File: config.mk
export PLATFORM = sky130hd
export DESIGN_NAME = reg_scoreboard
export DESIGN_NICKNAME = d
export VERILOG_FILES = /design/src/rtl/reg_scoreboard.sv
export SDC_FILE = /design/constraint.sdc
export NUM_CORES = 1
export LEC_CHECK = 0
export ABC_AREA = 1
export CAP_MARGIN = 20
export CORE_MARGIN = 5
export CORE_UTILIZATION = 45
export CTS_CLUSTER_DIAMETER = 150
export DETAILED_ROUTE_END_ITERATION = 7
export HOLD_SLACK_MARGIN = 0.05
export PLACE_DENSITY = 0.65
export SLEW_MARGIN = 20
export SYNTH_ARGS = -nofsm -noshare
export SYNTH_HDL_FRONTEND = slang
export SYNTH_SLANG_ARGS = --single-unit
File: constraint.sdc
create_clock -name clk_i -period 16.6 [get_ports clk_i]
set_clock_uncertainty 0.05 [all_clocks]
set_input_delay 3.32 -clock clk_i [delete_from_list [all_inputs] [get_ports clk_i]]
set_output_delay 3.32 -clock clk_i [all_outputs]
set_load 0.02 [all_outputs]
File: src/rtl/reg_scoreboard.sv
// Register-interlock scoreboard: one down-counter per architectural register
// tracks cycles until its pending result reaches the bypass path.
module reg_scoreboard #(
  parameter int NREG    = 32,
  parameter int RAW     = 5,
  parameter int MAX_LAT = 4,
  parameter int CW      = 3
) (
  input  logic           clk_i,
  input  logic           rst_i,
  input  logic           issue_valid_i,
  input  logic [RAW-1:0] issue_rs_i,
  input  logic [RAW-1:0] issue_rt_i,
  input  logic           issue_use_rs_i,
  input  logic           issue_use_rt_i,
  input  logic           issue_wr_i,
  input  logic [RAW-1:0] issue_rd_i,
  input  logic [CW-1:0]  issue_lat_i,
  input  logic           flush_i,
  output logic           stall_o,
  output logic           fwd_rs_o,
  output logic           fwd_rt_o,
  output logic [RAW:0]   busy_cnt_o
);

  logic [CW-1:0] pend     [NREG];
  logic [CW-1:0] pend_nxt [NREG];
  logic [RAW:0]  busy_nxt;
  logic [CW-1:0] rs_pend;
  logic [CW-1:0] rt_pend;
  logic          hz_rs;
  logic          hz_rt;
  logic          accept;

  function automatic logic [CW-1:0] clamp_lat(input logic [CW-1:0] lat);
    if (int'(lat) > MAX_LAT) return CW'(MAX_LAT);
    return lat;
  endfunction

  // Register 0 and out-of-range addresses always read as "nothing pending".
  assign rs_pend = (issue_rs_i != '0 && int'(issue_rs_i) < NREG) ? pend[issue_rs_i] : '0;
  assign rt_pend = (issue_rt_i != '0 && int'(issue_rt_i) < NREG) ? pend[issue_rt_i] : '0;

  assign hz_rs    = issue_use_rs_i && (issue_rs_i != '0) && (rs_pend >= CW'(2));
  assign hz_rt    = issue_use_rt_i && (issue_rt_i != '0) && (rt_pend >= CW'(2));
  assign stall_o  = issue_valid_i && !flush_i && (hz_rs || hz_rt);
  assign fwd_rs_o = issue_use_rs_i && (issue_rs_i != '0) && (rs_pend == CW'(1));
  assign fwd_rt_o = issue_use_rt_i && (issue_rt_i != '0) && (rt_pend == CW'(1));
  assign accept   = issue_valid_i && !flush_i && !stall_o && issue_wr_i && (issue_rd_i != '0);

  // The accept write overrides the decrement, so a younger producer wins WAW.
  always_comb begin
    busy_nxt = '0;
    for (int r = 0; r < NREG; r++) begin
      pend_nxt[r] = (pend[r] != '0) ? pend[r] - CW'(1) : '0;
      if (r != 0 && accept && RAW'(r) == issue_rd_i)
        pend_nxt[r] = clamp_lat(issue_lat_i);
      if (r == 0)
        pend_nxt[r] = '0;
      if (pend_nxt[r] != '0)
        busy_nxt = busy_nxt + (RAW+1)'(1);
    end
  end

  always_ff @(posedge clk_i or posedge rst_i) begin
    if (rst_i) begin
      for (int r = 0; r < NREG; r++) pend[r] <= '0;
      busy_cnt_o <= '0;
    end else begin
      for (int r = 0; r < NREG; r++) pend[r] <= pend_nxt[r];
      busy_cnt_o <= busy_nxt;
    end
  end

endmodule

# Word-level counts from Yosys, hierarchy flattened
# Index checks and enable logic that the tools add are counted.
[totals]
mem_bits_rw = 0
romBits = 0
word_cells = 408
out_inout_bits = 9
mem_count = 0
reg_bits = 99
in_bits = 25
latch_bits = 0
[classes]
mul = 0
bitwise_logic = 2
order_cmp = 5
reduce_logical = 110
n_shift = 0
eq_ne = 33
div = 0
n_addsub = 61
n_mux = 165
[ops]
columns = ["cell", "count"]
rows = [
  ["2-to-1 mux 3 bit", 100],
  ["nonzero test 3 bit", 62],
  ["adder 6 x 1 -> 6 bit, second input constant", 30],
  ["2-to-1 mux 6 bit", 30],
  ["subtractor 3 x 1 -> 3 bit, second input constant", 31],
  ["equality test 5 bit, first input constant", 16],
  ["logical AND 1 bit", 42],
  ["equality test 4 x 5 -> 1 bit, first input constant", 8],
  ["2-to-1 mux 1 bit", 33],
  ["binary-select mux 3 bit (select 5 bit)", 2],
  ["equality test 3 x 5 -> 1 bit, first input constant", 4],
  ["nonzero test 5 bit", 3],
  [">= comparator 6 bit, second input constant", 2],
  ["inverter 5 -> 6 bit", 2],
  ["equality test 2 x 5 -> 1 bit, first input constant", 2],
  ["equality test 3 x 1 -> 1 bit, second input constant", 2],
  [">= comparator 3 x 2 -> 1 bit, second input constant", 2],
  ["equality test 1 x 5 -> 1 bit, first input constant", 1],
  ["> comparator 3 bit, second input constant", 1],
  ["zero test 1 bit", 2],
  ["logical OR 1 bit", 1],
]

# Depth between registers and ports, before layout
# Gate-level depths: netlist (run 1).
[logic_depth]
ltp_word = 79
ltp_mapped = 113
ltp_nobuf = 111

# Worst setup path after synthesis (run 1)
# Ideal clock, no wire load.
[synth_timing]
path_kind = "input -> register"
start = "input port issue_rs_i[0]"
end = "register busy_cnt_o[4]"
setup_slack_ns = -1.516
path_buffers = 2
stages = 106
required_ns = 16.432
setup_ns = 0.118
t_arrival_ns = 17.948
path_cell_list = "nor2_2 -> clkbuf_4 -> a21oi_1 -> nand3_1 -> nand3_1 -> nand3_2 -> nand2_2 -> nand2_4 -> nand2_4 -> nor2_8 -> clkbuf_8 -> nand3_1 -> nand2_1 -> o21ai_0 -> nor3_1 -> ha_1 -> nand4_1 -> nand2_1 -> (+70 left out) -> ha_1 -> nand2_1 -> nand2_2 -> ha_1 -> nand2_1 -> nand2_1 -> ha_1 -> or2_2 -> nand2_1 -> clkinv_1 -> ha_1 -> nand2_1 -> o21ai_1 -> ha_1 -> nand2_1 -> nor3_2 -> xnor2_1 -> inv_1"
[synth_lines]
columns = ["element", "line_no", "source"]
rows = [
  ["start, declared", "12", "input logic [RAW-1:0] issue_rs_i,"],
  ["end signal, assigned", "71", "busy_cnt_o <= busy_nxt;"],
  ["end, declared", "23", "output logic [RAW:0] busy_cnt_o"],
]

==> run summary, run 1 <==
switch share -> 48.2%
pre-CTS setup slack -> -1160 ps
Power Total -> 0.00301 W
Netlist cell types -> 45
grt ovf -> 0
Worst Path Buf+Inv -> 6
Crit path depth -> 108
Peak VDD IR -> 0.212 mV
Avg Inst Size Synth -> 6.03 sq um
DP Wirelength -> 24.8 mm
max_cap viols -> 0
Worst R2R Path Depth -> 106
Tightest Pin Transition -> 974 ps
die width -> 167 um
final hold violation count -> 0
Post-DRT Antenna Nets -> 0
Layout area overhead -> 28.5%
Final min period -> 16310 ps
clock root buffer master -> clkbuf_16
Die Y -> 167 um
first drt pass iteration count -> 5
ANT cells -> 0
area of the multi-input gates -> 8050 sq um
hold depth -> 1
register area -> 2480 sq um
number of buffers added on ports -> 33
FILL cells -> 2326
Min Hold Slack -> 533 ps
Hold/Removal Path Class -> reg -> reg
largest net degree at the start of global routing -> 76
f_max -> 0.0613 GHz
starting density of the core -> 45.7%
Synth Cell Area -> 11100 sq um
cell-internal power -> 0.00156 W
Avg WL per Cell -> 13.7 um
area of the die -> 27900 sq um
vias post-DR -> 11900
TritonCTS clock tree -> yes
Crit path top cell by count -> nand2_4
P per Cell Area -> 211 nW/um^2
Slowest-stage cell, CP -> ha_4
logic gate share of total power -> 82.1%
commonest cells after routing, fill and taps aside -> 442 x nand2_1, 329 x inv_1, 193 x nor2_1
post-layout util -> 58.7%
Routed WL -> 32.2 mm
row cnt -> 57
H-tree depth -> 3
max_slew headroom -> 35.1%
layout cell share with drive strength beyond 1 -> 22.5%
P_sw -> 0.00145 W
gr usage total -> 22.3%
Main synth FF type -> dfrtp_1
CTS buffer count -> 9
critical path class -> in -> reg
vias in the first global route -> 11000
CP top delay family -> adder cells
yosys warns -> 0
ys async rst share -> 100%
Critical Path Source Type -> primary input
I/O pins -> 34
Syn Nets -> 1958
initial drt markers -> 886
Remaining DRCs -> 0
status -> completed
Flop pwr share -> 9.8%
clk slew on worst S/H paths -> 70 ps
initial antenna violation count -> 0
CP Data Arrival Time -> 16500 ps
commonest non-fill, non-tap cell in the layout -> nand2_1
Crit path required time -> 16800 ps
global-route wire length before repair -> 52.5 mm
ratio of final minimum period to clock period -> 98.2%
P_leak -> 8.11 nW
Placer Congestion -> 0.958
# clock sinks -> 99
EDFF count, synth -> 0
CP max FO -> 6
Clock Latency Late Sink -> 350 ps
Mapped Cells -> 1841
clock buffer depth -> 2
Worst Setup Slack, final -> 295 ps
RSZ-0062 raised after global routing -> yes
register area share after synthesis -> 22.3%
Max Slew Vio Count -> 0
Core ar. -> 24300 sq um
final setup fails -> 0
Layout Nets -> 2144
Setup crit end kind -> register
CTS Hold Bufs -> 0
Final TNS setup -> 0 ps
flops & latches, synth -> 99
clock power share -> 8.1%
Vias per Instance -> 5.03
CP peak stage delay -> 260 ps
## power groups by stage
stage / registers (W) / logic [W] / clock network, W
after floorplan: 0.000295 / 0.00135 / 0
after global placement: 0.000296 / 0.00194 / 0
after detailed placement: 0.000297 / 0.00201 / 0
after CTS: 0.000293 / 0.00204 / 0.000249
after global routing: 0.000297 / 0.00280 / 0.000259
final: 0.000294 / 0.00247 / 0.000244
## final timing paths
path / slack [ps] / start / end
worst max-delay path: 290 / issue_rs_i[1] / busy_cnt_o[4]
worst min-delay path: 530 / pend[72] / pend[72]
worst max register to register: 2870 / pend[55] / busy_cnt_o[4]
worst min register to register: 530 / pend[72] / pend[72]
max in group asynchronous: 11980 / rst_i / pend[56]
min in group asynchronous: 3230 / rst_i / pend[80]
## sequential cells by signal, indices dropped and copies added (netlist names)
register and cells:
busy_cnt_o 6, pend 93
## logic make-up after synthesis
logic type	Yosys count	synth area share, %
AND/OR/NAND/NOR	1072	43.9
buffers and inverters	375	13.3
flip-flops	99	22.3
adder cells (fa/ha/maj)	92	10.4
AO/OA/AOI/OAI	200	9.88
XOR/XNOR	3	0.237
## Yosys cell counts (2+ instances only)
cell type  instances  area (sq um)
o31ai_1            2          15.0
o22ai_1            9          56.3
inv_1            337          1260
buf_2              6          30.0
o221ai_1           7          61.3
a31oi_1            5          31.3
xnor2_1            2          17.5
nand2_2           75           469
a2111oi_0          2          17.5
inv_2              9          33.8
nor2_1           200           751
nor3_1            29           145
nand3_2           34           340
nand3_1          195           976
nand2_4            4          45.0
clkbuf_8           2          27.5
clkbuf_1           6          22.5
or2_1              4          25.0
or2_2              2          12.5
nor2_2            13          81.3
nand4_1            9          56.3
o21ai_0          123           616
a22oi_1            2          15.0
ha_1              92          1150
buf_6              3          33.8
dfrtp_1           99          2480
nor3_2             3          30.0
nand2_1          495          1860
nand3b_1           6          45.0
clkinv_2           2          10.0
o21ai_1           10          50.1
o211ai_1          10          75.1
clkinv_1           6          22.5
a21oi_1           27           135
## final cells by class
| class | count | share of cell area [%] |
|---|---|---|
| Clock buffer | 10 | 1.60 |
| Clock inverter | 6 | 0.789 |
| Inverter | 355 | 9.61 |
| Multi-Input combinational cell | 1367 | 56.4 |
| Sequential cell | 99 | 17.4 |
| Tap cell | 324 | 2.84 |
| Timing Repair Buffer | 195 | 11.4 |
## routing by layer
metal / GRT usage, % / wire [um] / part of all wire [%]
met2: 36.9 / 14800 / 46
met3: 2.16 / 1690 / 5.2
met1: 31.6 / 15100 / 47
met5: 0 / 0 / 0
met4: 5.34 / 586 / 1.8
## repair_timing
| item | in CTS | in global routing |
|---|---|---|
| setup buffers | 18 | 15 |
| pin swaps | 29 | 106 |
| setup endpoints to repair | 5 | 5 |
| cloned | 0 | 0 |
| resized for setup | 66 | 134 |
## through the flow
step	std cells	cell area, sq um
finish	2356	14300
global route	2356	14300
CTS	2342	13600
detailed placement	2308	13000
global placement	2308	13000
floorplan	1841	11400
(Power assumes the default switching activity.)
==> run 2, diff against run 1 <==
--- a/config.mk
+++ b/config.mk
@@ -13,7 +13,6 @@
 export DETAILED_ROUTE_END_ITERATION = 7
 export HOLD_SLACK_MARGIN = 0.05
 export PLACE_DENSITY = 0.65
-export SLEW_MARGIN = 20
 export SYNTH_ARGS = -nofsm -noshare
 export SYNTH_HDL_FRONTEND = slang
 export SYNTH_SLANG_ARGS = --single-unit
==> constraint.sdc (replaced) <==
create_clock -name clk_i -period 16.6 [get_ports clk_i]
set_clock_uncertainty 0.05 [all_clocks]
set_input_delay 3.32 -clock clk_i [delete_from_list [all_inputs] [get_ports clk_i]]
set_output_delay 3.32 -clock clk_i [all_outputs]
set_load 0.05 [all_outputs]
==> results of run 2 <==
Same layout as run 1 (identical final DEF). Status: completed.
Among the figures that moved: total power 0.00301 W -> 0.00302 W; worst IR drop on VDD 0.212 mV -> 0.213 mV
==> run 3, diff against run 2 <==
--- a/config.mk
+++ b/config.mk
@@ -6,6 +6,7 @@
 export NUM_CORES = 1
 export LEC_CHECK = 0
 export ABC_AREA = 1
+export ABC_CLOCK_PERIOD_IN_PS = 16600
 export CAP_MARGIN = 20
 export CORE_MARGIN = 5
 export CORE_UTILIZATION = 45
==> results of run 3 <==
Same layout as run 1 (identical final DEF). Status: completed.
Among the figures that moved: total power 0.00301 W -> 0.00302 W; worst IR drop on VDD 0.212 mV -> 0.213 mV
